### config.mk
export PLATFORM = sky130hd
export DESIGN_NAME = avmm_lvds_req_framer
export DESIGN_NICKNAME = d
export VERILOG_FILES = /design/src/rtl/avmm_lvds_req_framer.sv
export SDC_FILE = /design/constraint.sdc
export NUM_CORES = 1
export LEC_CHECK = 0
export BUFFER_PORTS_ARGS = -buffer_cell sky130_fd_sc_hd__buf_2
export CORE_MARGIN = 2
export CORE_UTILIZATION = 30
export DETAILED_ROUTE_END_ITERATION = 8
export PLACE_DENSITY = 0.55
export SYNTH_ARGS = -nofsm -noshare
export SYNTH_HDL_FRONTEND = slang
export SYNTH_SLANG_ARGS = --single-unit
### constraint.sdc
create_clock -name clk -period 3.95 [get_ports clk]
set_input_delay 0.1975 -clock clk [delete_from_list [all_inputs] [get_ports clk]]
set_output_delay 0.1975 -clock clk [all_outputs]
set_load 0.005 [all_outputs]
### src/rtl/avmm_lvds_req_framer.sv
// Avalon-MM slave to LVDS request framer: one header word per command, then
// write data beats forwarded under tx_ready back-pressure.
package avmm_lvds_pkg;
    typedef logic [18:0] address_t;
    typedef logic [10:0] burstcnt_t;
    typedef enum logic {WRITE = 1'b0, READ = 1'b1} tr_t;
    typedef enum logic {NOBURST = 1'b0, BURST = 1'b1} burst_t;
    typedef struct packed {
        tr_t       tr;
        burst_t    burst;
        address_t  address;
        burstcnt_t burstcnt_byteena;
    } req_hdr_t;
endpackage

module avmm_lvds_req_framer
    import avmm_lvds_pkg::*;
#(
    parameter int unsigned MAX_OUTSTANDING_RD = 4
) (
    input  logic        clk,
    input  logic        rst,
    input  address_t    avs_address,
    input  burstcnt_t   avs_burstcount,
    input  logic [3:0]  avs_byteenable,
    input  logic        avs_read,
    input  logic        avs_write,
    input  logic [31:0] avs_writedata,
    output logic        avs_waitrequest,
    output logic [31:0] tx_data,
    output logic        tx_valid,
    input  logic        tx_ready,
    input  logic        rd_done,
    output logic [7:0]  rd_outstanding,
    output logic        busy
);

    localparam logic [7:0] MAX_RD = 8'(MAX_OUTSTANDING_RD);

    typedef enum logic [1:0] {IDLE, HDR, WDATA} state_t;

    state_t     state_q, state_d;
    req_hdr_t   hdr_q, hdr_d;
    burstcnt_t  beats_q, beats_d;
    logic [7:0] rd_out_q, rd_out_d;
    logic       rd_acc;
    logic       rd_dec;

    // Single beats carry byte enables in the length field; bursts carry the count.
    function automatic req_hdr_t build_hdr(input tr_t tr, input address_t addr,
                                           input burstcnt_t bc, input logic [3:0] be);
        req_hdr_t h;
        h.tr      = tr;
        h.address = addr;
        if (bc > 11'd1) begin
            h.burst            = BURST;
            h.burstcnt_byteena = bc;
        end else begin
            h.burst            = NOBURST;
            h.burstcnt_byteena = {7'b0, be};
        end
        return h;
    endfunction

    always_comb begin
        state_d         = state_q;
        hdr_d           = hdr_q;
        beats_d         = beats_q;
        rd_acc          = 1'b0;
        avs_waitrequest = 1'b1;
        tx_valid        = 1'b0;
        tx_data         = '0;
        case (state_q)
            IDLE: begin
                if (avs_write) begin
                    hdr_d   = build_hdr(WRITE, avs_address, avs_burstcount, avs_byteenable);
                    beats_d = (avs_burstcount == 11'd0) ? 11'd1 : avs_burstcount;
                    state_d = HDR;
                end else if (avs_read && (rd_out_q < MAX_RD)) begin
                    hdr_d   = build_hdr(READ, avs_address, avs_burstcount, avs_byteenable);
                    state_d = HDR;
                end
            end
            HDR: begin
                tx_valid = 1'b1;
                tx_data  = hdr_q;
                if (tx_ready) begin
                    if (hdr_q.tr == READ) begin
                        avs_waitrequest = 1'b0;
                        rd_acc          = 1'b1;
                        state_d         = IDLE;
                    end else begin
                        state_d = WDATA;
                    end
                end
            end
            WDATA: begin
                tx_data         = avs_writedata;
                tx_valid        = avs_write;
                avs_waitrequest = ~tx_ready;
                if (avs_write && tx_ready) begin
                    beats_d = beats_q - 11'd1;
                    if (beats_q == 11'd1) begin
                        state_d = IDLE;
                    end
                end
            end
            default: state_d = IDLE;
        endcase
    end

    // A completion reported while nothing is in flight is dropped, so the count never wraps.
    always_comb begin
        rd_dec   = rd_done && (rd_out_q != 8'd0);
        rd_out_d = rd_out_q;
        case ({rd_acc, rd_dec})
            2'b10:   rd_out_d = rd_out_q + 8'd1;
            2'b01:   rd_out_d = rd_out_q - 8'd1;
            default: rd_out_d = rd_out_q;
        endcase
    end

    always_ff @(posedge clk or posedge rst) begin
        if (rst) begin
            state_q  <= IDLE;
            hdr_q    <= '0;
            beats_q  <= '0;
            rd_out_q <= '0;
        end else begin
            state_q  <= state_d;
            hdr_q    <= hdr_d;
            beats_q  <= beats_d;
            rd_out_q <= rd_out_d;
        end
    end

    assign rd_outstanding = rd_out_q;
    assign busy           = (state_q != IDLE);

endmodule
Word-level counts from Yosys, hierarchy flattened
Index checks and enable logic that the tools add are counted.
{"block": "totals", "out_inout_bits": 43, "input_bits": 72, "word_cells": 60, "ff_bits": 53}
{"block": "op_classes", "reduce_logical": 13, "n_eq_ne": 10, "magnitude_cmp": 2, "bitwise": 1, "muxes": 24, "add_sub_neg": 3}
{"operator": "32-bit 2-to-1 mux", "count": 2}
{"operator": "32-bit one-hot mux with 2 select lines", "count": 1}
{"operator": "11-bit 2-to-1 mux", "count": 4}
{"operator": "11-bit one-hot mux with 2 select lines", "count": 1}
{"operator": "8-bit one-hot mux with 2 select lines", "count": 1}
{"operator": "2-bit 2-to-1 mux", "count": 6}
{"operator": "11-bit by 1-bit equality test with 1-bit output (second input constant)", "count": 1}
{"operator": "11-bit by 1-bit > comparator with 1-bit output (second input constant)", "count": 1}
{"operator": "11-bit logical NOT", "count": 1}
{"operator": "11-bit by 1-bit subtractor with 11-bit output (second input constant)", "count": 1}
{"operator": "8-bit by 1-bit adder with 8-bit output (second input constant)", "count": 1}
{"operator": "8-bit by 3-bit < comparator with 1-bit output (second input constant)", "count": 1}
{"operator": "2-bit != test (second input constant)", "count": 4}
{"operator": "2-bit nonzero test", "count": 4}
{"operator": "8-bit nonzero test", "count": 1}
{"operator": "8-bit by 1-bit subtractor with 8-bit output (second input constant)", "count": 1}
{"operator": "1-bit 2-to-1 mux", "count": 6}
{"operator": "2-bit one-hot mux with 3 select lines", "count": 1}
{"operator": "2-bit by 1-bit equality test with 1-bit output (second input constant)", "count": 2}
{"operator": "2-bit equality test (second input constant)", "count": 2}
{"operator": "1-bit one-hot mux with 2 select lines", "count": 2}
{"operator": "4-bit AND reduction", "count": 1}
{"operator": "1-bit logical AND", "count": 3}
{"operator": "3-bit != test (second input constant)", "count": 1}
{"operator": "4 further kinds", "count": 4}

Logic depth before layout (Yosys ltp)
Gate-level depths: netlist (run 1).
{"block": "depth", "ltp_word": 5, "depth_mapped": 13, "depth_no_buf": 11}

Worst setup path after synthesis (run 1)
Ideal clock, no wire load.
{"block": "synth_path", "path_kind": "register -> register", "from": "register state_q[1]", "to": "register rd_out_q[7] (netlist: rd_outstanding[7])", "path_stages_with_launch": 13, "t_arrival_ns": 2.757, "synth_period_minus_slack_ns": 2.858, "slack_ns": 1.092, "setup_ns": 0.101, "path_buffers": 2, "path_cell_list": "dfrtp_1 -> inv_1 -> ha_1 -> clkbuf_1 -> clkbuf_1 -> nand3_1 -> ha_1 -> ha_1 -> a211oi_1 -> nor3_1 -> a211oi_1 -> xnor2_1 -> o32ai_1"}
{"block": "synth_via", "elab_chain_cells": 4}
{"item": "from (decl)", "line_no": "42", "text": "state_t state_q, state_d;"}
{"item": "from (signal assigned)", "line_no": "130", "text": "state_q <= state_d;"}
{"item": "2-bit by 1-bit equality test with 1-bit output (*)", "line_no": "73", "text": "case (state_q)"}
{"item": "1-bit 2-to-1 mux (*)", "line_no": "73"}
{"item": "2-bit by 1-bit equality test with 1-bit output or 2-bit equality test (tied branches)", "line_no": "116", "text": "case ({rd_acc, rd_dec})"}
{"item": "8-bit one-hot mux with 2 select lines or 2-bit nonzero test (tied branches)"}
{"item": "to (signal assigned)", "line_no": "133", "text": "rd_out_q <= rd_out_d;"}
{"item": "to (decl)", "line_no": "45", "text": "logic [7:0] rd_out_q, rd_out_d;"}
Every way passes the cells marked *; elsewhere a longest branch is shown, timed or not.
A chain may end at the register's enable or synchronous reset.

Final worst setup path (run 1)
{"block": "layout_path", "from": "register rd_out_q[3] (netlist: rd_outstanding[3])", "to": "register rd_out_q[7] (netlist: rd_outstanding[7])"}
{"block": "layout_via", "elab_chain_cells": 4}
{"item": "parallel branches: the longest is 4 deep, another holds 8-bit by 1-bit subtractor with 8-bit output"}
Parallel ways; which one is timed is not known.

==> results by group, run 1 <==
Yosys
  • Ys Warns: 0
  • Count of state elements after synthesis: 53
  • Synthesized Nets: 418
  • Async SR Flop Fraction: 100%
  • Synth Instances: 333
  • Yosys top cell area share: 41.1%
  • Area contributors post-synth: dfrtp_1, mux2_2, a22oi_1
  • Syn_area_per_cell: 9.69 µm²
  • Post-synthesis sequential area ratio: between 40% and 50%
  • Library cells used by synthesis: between 40 and 50
  • Post-synth EDFFs: 0
  • Main flop type after synthesis: dfrtp_1
  • Yosys top cell by area: dfrtp_1
  • Post-synthesis cell area: 0.00323 mm²

Timing
  • Final Hold Fails: 0
  • Crit path time final: around 2.8 ns
  • Max-slew headroom: 33.0%
  • Sum Neg Setup Slack: 0 ns
  • Achievable Freq: 358 MHz
  • Unrepaired setup endpoints after global routing: no
  • Final WS setup: 1.16 ns
  • Slew @ Worst Pin: between 1 and 1.5 ns
  • Setup violators final: 0
  • Final period util: 70.6%
  • Max-slew violations: 0
  • Clock skew: roughly 0.0088 ns

Cells and area
  • Area grow syn2layout: 24.7%
  • Fin util: 38.8%
  • Nets: 524
  • Layout cell share with drive strength beyond 1: 36.6%
  • Ant. Diodes: 0

Clock network
  • Worst-path clk slew: ~0.11 ns
  • Clk buf depth: 2
  • Clk sink count: 53
  • CTS tree: built
  • Total CTS buffers: 5
  • H-tree levels: 2
  • Clk Latency, worst-skew pair: roughly 0.31 ns
  • Postcts setup bufs: 0
  • CTS Root Cell: clkbuf_8

Outcome
  • Status: complete, no violations

Die
  • Initial core utilization: between 30 and 40%
  • Die Wd: 108 µm
  • Core area: 0.0104 mm²
  • Ports: 115
  • Site Rows: 37
  • Die H: between 100 and 150 µm
  • DIE AREA: roughly 0.012 mm²

Drt
  • Vias post-DR: 2973
  • Wire length per cell: 15.9 µm
  • ANT nets after route: 0
  • DR vias/cell: 5.16
  • First-pass DRT Iterations: 5
  • DRT iter0 DRCs: ~140
  • Detailed-route DRC error count: 0
  • Post-Route WL: 9140 µm

Run
  • Max Cap Violations: 0

Place
  • Buffers on Ports: between 100 and 150
  • Global placement routability congestion: 0.847
  • HPWL reported at the end of detailed placement: 6600 µm
  • Dpl ws: 1.18 ns

Hold path
  • Worst min path class: in2reg
  • Hold Path Stages: 2

Setup path
  • Critical path class: reg2reg
  • Path depth of the worst reg2reg path: 10
  • Critical Path AT: 3.00 ns
  • Worst setup EP type: flip-flop
  • Critical-path maximum fanout: 9
  • Startpoint types: flip-flop
  • CP Data Required Time: 4.16 ns

Global route
  • First-pass GRT wire length: 14500 µm
  • Initial antenna violation count: 0
  • Total grt overflow: 0
  • Tot GR Track Use: between 10% and 20%
  • Largest net degree at the start of global routing: 51
  • Number of global-route vias before repair: a little under 3k

Power
  • Power Density: 750 mW/mm²
  • Peak supply drop: 0.336 mV
  • Leakage: roughly 0.0018 µW
  • PnR Total Power: 3020 µW
==> cells in the final DEF, fill, tap and decap left out, drive strengths merged, types with 2 or more instances in the layout <==
master and count:
buf 117, dfrtp 53, nor2b 35, a22oi 34, mux2 28, a21oi 25, nand2 20, nor2 18
o21ai 15, inv 13, ha 12, o22ai 7, nand3 6, nor3 6, mux2i 5, clkbuf 5
nor4 4, a211oi 3, xor2 3, and2 2, o21bai 2, xnor2 2, o211ai 2, a21o 2
o31a 2, o21a 2, or4 2
==> repair_timing <==
| action | in CTS | in global routing |
|---|---|---|
| hold buffers | 1 | 0 |
| resized for setup | 0 | 0 |
| endpoints found under the hold margin | 12 | 0 |
==> synthesized netlist by cell type, drive strengths merged, types with 2 or more instances <==
cell / n
mux2i: 5
ha: 12
dfrtp: 53
nand2: 20
nor2b: 35
or4: 2
o31a: 2
xnor2: 2
nand3: 6
o21ai: 15
o21a: 2
a21o: 2
o21bai: 2
a22oi: 34
xor2: 3
mux2: 28
clkbuf: 13
a21oi: 25
nor4: 4
nor3: 6
and2: 2
inv: 11
a211oi: 3
nor2: 18
o22ai: 7
buf: 6
o211ai: 2
==> cell families after synthesis <==
| kind of cell | synth area share [%] |
|---|---|
| AO/OA/AOI/OAI | 20.6 |
| XOR/XNOR | 1.36 |
| adder cells (fa/ha/maj) | 5.28 |
| buffers and inverters | 3.68 |
| flip-flops | 41.1 |
| multiplexers | 11.3 |
| AND/OR/NAND/NOR | 16.7 |
==> metal layers <==
metal  vias to the layer above  share of wire, %  global-route usage [%]
li1                       1428                 -                       -
met1                      1460                43                    20.0
met4                         0               1.3                    3.75
met5                         -                 0                       0
met3                         8               4.4                    2.85
met2                        77                51                    27.6
==> registers in the layout, summed over array words and instances (netlist names) <==
signal / cells
beats_q: 11
state_q: 2
rd_outstanding: 8
hdr_q: 32
==> power by group <==
group	total, µW	switching (µW)	internal (µW)
clock network	325	195	130
registers	1040	222	815
logic	1650	845	808
total	3020	1260	1750
==> critical path, stage by stage (launching register included) <==
cell and delay, ns:
dfrtp_1 0.42, nor2_1 0.17, nand3_1 0.10, o31a_1 0.24, ha_1 0.33, ha_1 0.34
a211oi_1 0.31, nor3_1 0.14, a211oi_1 0.30, xnor2_1 0.10, o32ai_1 0.23
==> area by class of cell <==
| cell class | instances | area [µm²] |
|---|---|---|
| flip-flops and latches | 53 | 1330 |
| repair buffers | 118 | 603 |
| clock inverters | 3 | 25.0 |
| clock buffers | 5 | 68.8 |
| multi-input cells | 250 | 1790 |
| inverters | 11 | 41.3 |
| fillers | 1103 | 6350 |
| well taps | 136 | 170 |
==> per-stage QoR <==
step | cell area [µm²] | std cells | hold WS (ns)
3_5_place_dp | 3920 | 567 | 0.151
2_1_floorplan | 3230 | 333 | 0.282
3_3_place_gp | 3920 | 567 | 0.155
6_report | 4020 | 576 | 0.110
5_1_grt | 4020 | 576 | 0.0915
4_1_cts | 4020 | 576 | 0.100
==> path summary, 6_finish.rpt <==
check,to,from,slack [ns]
worst max-delay path,rd_outstanding[7],rd_outstanding[3],1.16
worst min-delay path,hdr_q[14],avs_address[3],0.11
min in group asynchronous,hdr_q[26],rst,0.35
worst max register to register,rd_outstanding[7],rd_outstanding[3],1.16
worst min register to register,hdr_q[22],hdr_q[22],0.52
max in group asynchronous,beats_q[10],rst,2.78
(Power assumes the default switching activity.)
==> run 2: changes to the inputs <==
- PLACE_DENSITY: 0.55 -> 0.57
- clock period: 3.95 -> 2.3 ns (I/O delays scaled with it)
==> run 2 against run 1 <==
Against the previous run:
- the flow now finishes with violations (setup timing)
- wire length rose by 0.36%
- utilization increased by 3.2 points
- via count increased by 0.74%
==> results by group, run 2 (same netlist as run 1, synthesis figures left out) <==
Place
  • HPWL reported at the end of detailed placement: 6730 µm
  • Dpl ws: -0.0789 ns
  • Global placement routability congestion: 0.798
  • Buffers on Ports: around 110
  • # placed instances: around 580

Die
  • Die Wd: approximately 110 µm
  • Initial core utilization: 31.1%
  • Ports: around 120
  • Core area: 0.0104 mm²
  • DIE AREA: 0.0116 mm²
  • Die H: roughly 110 µm
  • Site Rows: 37

Timing
  • Max-slew violations: 0
  • Final hold slack: about 0.03 ns
  • Final period util: 102%
  • Achievable Freq: 425 MHz
  • Setup violators final: 1
  • Final WS setup: -0.0535 ns
  • Final Hold Fails: 0
  • Slew @ Worst Pin: 0.513 ns
  • Crit path time final: 2.35 ns
  • Clock skew: 0.0141 ns
  • Max-slew headroom: between 60 and 70%
  • Unrepaired setup endpoints after global routing: yes

Global route
  • Largest net degree at the start of global routing: 54
  • First-pass GRT wire length: 15000 µm
  • Total grt overflow: 0
  • Number of global-route vias before repair: 2984
  • Tot GR Track Use: 16.1%
  • Initial antenna violation count: 0

Clock network
  • Total CTS buffers: 5
  • Worst-path clk slew: approximately 0.1 ns
  • CTS tree: built
  • CTS Root Cell: clkbuf_8
  • H-tree levels: 2
  • Clk sink count: 53
  • Clk buf depth: 2
  • Clk Latency, worst-skew pair: 0.31 ns

Drt
  • Post-Route WL: 9170 µm
  • First-pass DRT Iterations: 4
  • Vias post-DR: 2995
  • Wire length per cell: 15.4 µm
  • DRT iter0 DRCs: 99
  • ANT nets after route: 0
  • Detailed-route DRC error count: 0
  • DR vias/cell: roughly 5.0

Cells and area
  • Max reg flops: 32
  • Most frequent cells in the layout: buf_2, dfrtp_1, nor2b_1
  • Area of the multi-input gates: 0.00192 mm²
  • Area grow syn2layout: 35.1%
  • Layout cell share with drive strength beyond 1: a little over two fifths
  • Number of fill cells: approximately 1.1k
  • Leading cell type in the layout, fill and taps excluded: buf_2
  • Fin cells: 594
  • Nets: 542
  • Reg area: 0.00133 mm²
  • Fin util: 42.0%
  • Biggest register: hdr_q
  • Ant. Diodes: 0

Power
  • PnR Total Power: 5830 µW
  • Leakage: 0.00193 µW
  • Switching share of power: slightly below 40%
  • Comb power frac: 58.4%
  • Clock power share: 11.6%
  • P_sw: 2310 µW
  • Peak supply drop: roughly 0.54 mV
  • Int Power: 3510 µW
  • Power Density: between 1000 and 1500 mW/mm²
  • Flop pwr share: 30.0%

Setup path
  • Critical Path AT: 2.55 ns
  • Critical path class: reg2reg
  • Critical Path Max Stage Delay: approximately 0.4 ns
  • CP max-delay cell: dfrtp_1
  • Critical Path, Cell by Cell: nor2_2 > nand3_1 > o31a_1 > ha_4 > ha_4 > a211oi_4 > nor3_2 > buf_4 > o211ai_1 > nand2_1 > o32ai_1
  • CP Data Required Time: 2.50 ns
  • Path depth of the worst reg2reg path: 11
  • Startpoint types: flip-flop
  • Crit-path most repeated cell: ha_4
  • Reg2reg setup slack: -0.05 ns
  • Worst setup EP type: flip-flop
  • Critical-path maximum fanout: 9

Hold path
  • Hold Path Stages: 2
  • Worst min path class: in2reg

Outcome
  • Failing checks: setup timing
  • Status: finished with violations

Run
  • Max Cap Violations: 0
[run 2: cell types whose count changed in the layout (fill, tap and decap cells not counted), moves of 4 or more]
cell,before,now
buf_4,3,17
ha_1,11,5
ha_4,0,6
o21ai_0,15,11
[run 2: layout make-up]
class / count / area share (%)
multi-input combinational: 250 / 44.1
timing repair buffer: 136 / 17.9
clock buffer: 6 / 1.89
sequential: 53 / 30.4
inverter: 11 / 0.947
clock inverter: 2 / 0.861
tap: 136 / 3.90
[run 2: power by group through the flow]
stage | Sequential (µW) | Combinational [µW] | Clock (µW)
5_1_grt | 1830 | 3800 | 737
3_3_place_gp | 1740 | 3240 | 0
2_1_floorplan | 1720 | 2210 | 0
6_report | 1750 | 3400 | 674
3_5_place_dp | 1760 | 3300 | 0
4_1_cts | 1750 | 3340 | 703
[run 2: timing repair]
item                                    CTS  global route
hold endpoints to repair                 53             0
resized for setup                         3             9
endpoints found under the setup margin    3             6
buffers inserted                          1             0
pin swaps                                 1             2
cloned                                    0             0
hold buffers                              1             0
[run 2: path summary, 6_finish.rpt]
path	start	endpoint
max in group asynchronous	rst	beats_q[8]
min in group asynchronous	rst	rd_outstanding[1]
worst min register to register	hdr_q[28]	hdr_q[28]
worst max register to register	rd_outstanding[5]	rd_outstanding[7]
worst max-delay path	rd_outstanding[5]	rd_outstanding[7]
worst min-delay path	avs_address[4]	hdr_q[15]
[run 2: metrics by stage]
step           TNS [ns]  instance area, µm²
3_3_place_gp   -0.00756                4170
5_1_grt          -0.558                4360
3_5_place_dp     -0.130                4170
6_report        -0.0535                4360
2_1_floorplan  -0.00907                3330
4_1_cts          -0.109                4320
[run 2: routing by layer]
layer	global-route usage (%)	wire, µm	vias up	part of all wire (%)
met3	2.48	403	10	4.4
met5	0	0	-	0
li1	-	-	1463	-
met2	27.2	4620	82	50
met1	21.5	4050	1440	44
met4	3.75	97	0	1.1
[run 2: critical path, delay by kind of cell (launching register included)]
kind / cells / cell delay (ns)
AND/OR/NAND/NOR: 4 / 0.39
flip-flops: 1 / 0.40
buffers and inverters: 1 / 0.15
adder cells (fa/ha/maj): 2 / 0.48
AO/OA/AOI/OAI: 4 / 0.82
==> run 3: changes to the inputs <==
- PLACE_DENSITY: 0.57 -> 0.55
- clock period: 2.3 -> 2.89 ns (I/O delays scaled with it)
==> run 3 against run 2 <==
Against the previous run:
- the flow now finishes without violations
- global-route usage down 0.39 points
- clock power down 23%
- highest routed layer unchanged
- non-clock buffer count down 14
- largest cell class unchanged
- clock skew down 0.00082 ns
==> results by group, run 3 (same netlist as run 1, synthesis figures left out) <==
Outcome
  • Status: complete, no violations

Run
  • Max Cap Violations: 0

Cells and area
  • Most frequent cells in the layout: buf_2, dfrtp_1, nor2b_1
  • Layout cell share with drive strength beyond 1: 37.2%
  • Nets: between 500 and 600
  • Number of fill cells: 1102
  • Leading cell type in the layout, fill and taps excluded: buf_2
  • Max reg flops: 32
  • Area grow syn2layout: 26.7%
  • Area of the multi-input gates: 0.00179 mm²
  • Reg area: 0.00133 mm²
  • Ant. Diodes: 0
  • Biggest register: hdr_q

Timing
  • Achievable Freq: 371 MHz
  • Unrepaired setup endpoints after global routing: no
  • Setup violators final: 0
  • Final Hold Fails: 0
  • Crit path time final: 2.69 ns
  • Max-slew violations: 0
  • Max-slew headroom: between 60% and 70%
  • Final WS setup: 0.198 ns
  • Sum Neg Setup Slack: 0 ns
  • Final period util: just over 90%
  • Clock skew: 0.0133 ns
  • Slew @ Worst Pin: 0.551 ns

Place
  • HPWL reported at the end of detailed placement: 6630 µm
  • Buffers on Ports: between 100 and 150
  • Global placement routability congestion: just over 0.8
  • Dpl ws: 0.177 ns

Setup path
  • CP max-delay cell: dfrtp_1
  • Path depth of the worst reg2reg path: 10
  • Launch point of the worst reg-to-reg path: rd_outstanding[3]
  • Crit-path leading delay family: compound AO/OA/AOI/OAI gates
  • Critical Path Max Stage Delay: between 0.4 and 0.5 ns
  • Reg2reg setup slack: 0.20 ns
  • Worst setup EP type: flip-flop
  • Critical path depth: 10
  • Critical Path AT: 2.90 ns
  • CP bufs+invs: 0
  • Critical-path maximum fanout: 9
  • CP Data Required Time: 3.10 ns
  • Critical Path, Cell by Cell: nor2_1 > nand3_1 > o31a_1 > ha_1 > ha_1 > o21ai_0 > nor3_1 > a211oi_1 > xnor2_1 > o32ai_1
  • Startpoint types: flip-flop
  • Critical path class: reg2reg
  • Reg-to-reg critical path endpoint: rd_outstanding[7]
  • Crit-path most repeated cell: ha_1

Clock network
  • CTS Root Cell: clkbuf_8
  • Clk buf depth: 2
  • Clk sink count: 53
  • CTS tree: built
  • Postcts setup bufs: 0
  • H-tree levels: 2
  • Total CTS buffers: 5
  • Clk Latency, worst-skew pair: 0.31 ns
  • Worst-path clk slew: between 0.1 and 0.15 ns

Hold path
  • Hold Path Stages: 2
  • Min-delay src: avs_address[2]
  • Worst min path class: in2reg
  • Hold endpoint: hdr_q[13]

Drt
  • Met1 WL: 3990 µm
  • Metal2 WL: roughly 4600 µm
  • Met3 wire len: 350 µm
  • Highest Signal Layer: met4
  • First-pass DRT Iterations: 6
  • Detailed-route DRC error count: 0
  • Wire length per cell: around 16 µm
  • DRT iter0 DRCs: 181
  • ANT nets after route: 0
  • Post-Route WL: 9040 µm
  • Vias post-DR: roughly 3k
  • DR vias/cell: slightly above 5

Global route
  • Tot GR Track Use: around 16%
  • Largest net degree at the start of global routing: 51
  • Number of global-route vias before repair: 2890
  • Total grt overflow: 0
  • Initial antenna violation count: 0
  • First-pass GRT wire length: 14500 µm

Power
  • Flop pwr share: 33.6%
  • Int Power: 2510 µW
  • Peak supply drop: 0.350 mV
  • Comb power frac: 54.1%
  • Leakage: around 0.0018 µW
  • Clock power share: 12.3%
  • Switching share of power: between 40% and 50%
  • P_sw: between 1500 and 2000 µW
  • Power Density: a little over 1000 mW/mm²

Die
  • DIE AREA: 0.0116 mm²
  • Die Wd: roughly 110 µm
  • Core area: a little over 0.01 mm²
  • Ports: around 120
  • Initial core utilization: between 30% and 40%
  • Die H: 108 µm
  • Site Rows: 37
run 3: cell types whose count changed in the layout (fill, tap and decap cells not counted), moves of 2 or more:
cell | before | now
buf_4 | 17 | 6
ha_1 | 5 | 11
ha_4 | 6 | 0
o21ai_0 | 11 | 15
nor2_1 | 14 | 17
nor2_2 | 3 | 0
o21ai_1 | 3 | 0
a211oi_1 | 0 | 2
buf_12 | 3 | 1
run 3: worst max-delay path by stage:
| stage | start | endpoint | slack [ns] |
|---|---|---|---|
| finish | rd_outstanding[3] | rd_outstanding[7] | 0.20 |
| global route | rd_outstanding[3] | rd_outstanding[7] | 0.02 |
| CTS | rd_outstanding[3] | rd_outstanding[7] | 0.15 |
| detailed placement | rd_outstanding[3] | rd_outstanding[7] | 0.18 |
| global placement | rd_outstanding[3] | rd_outstanding[7] | 0.24 |
| floorplan | state_q[1] | rd_outstanding[7] | 0.03 |
run 3: what timing repair did:
| action | CTS | global route |
|---|---|---|
| hold buffers | 1 | 0 |
| setup endpoints to repair | 0 | 1 |
| gates resized for setup | 0 | 1 |
| hold endpoints to repair | 19 | 0 |
run 3: area by class of cell:
cell class / count / share of cell area [%]
Inverter: 11 / 1.01
Multi-Input combinational cell: 250 / 43.9
Clock inverter: 2 / 0.949
Timing Repair Buffer: 122 / 15.8
Tap cell: 136 / 4.16
Clock buffer: 6 / 1.78
Sequential cell: 53 / 32.4
run 3: power by group through the flow:
stage / Combinational [µW] / Sequential [µW] / Clock [µW]
final: 2290 / 1420 / 521
after global routing: 2590 / 1470 / 566
after CTS: 2310 / 1420 / 535
after floorplan: 1650 / 1350 / 0
after detailed placement: 2300 / 1430 / 0
after global placement: 2280 / 1420 / 0
run 3: worst register-to-register path, stage by stage, from the launching register on:
cell      delay [ns]
dfrtp_1         0.42
nor2_1          0.17
nand3_1         0.09
o31a_1          0.24
ha_1            0.33
ha_1            0.40
o21ai_0         0.12
nor3_1          0.31
a211oi_1        0.16
xnor2_1         0.14
o32ai_1         0.22
run 3: per-stage QoR:
step	instances	power (µW)	instance area, µm²	hold slack [ns]	utilization (%)
detailed placement	571	3740	3960	0.185	38.2
global route	580	4630	4090	0.0478	39.4
global placement	571	3700	3960	0.179	38.2
finish	580	4230	4090	0.0536	39.4
floorplan	333	3000	3230	0.229	-
CTS	580	4270	4080	0.0487	39.4
run 3: per-layer routing:
layer	track usage, %	vias to the layer above
met2	26.8	69
met1	20.9	1467
li1	-	1441
met5	0	-
met3	2.36	9
met4	3.48	0
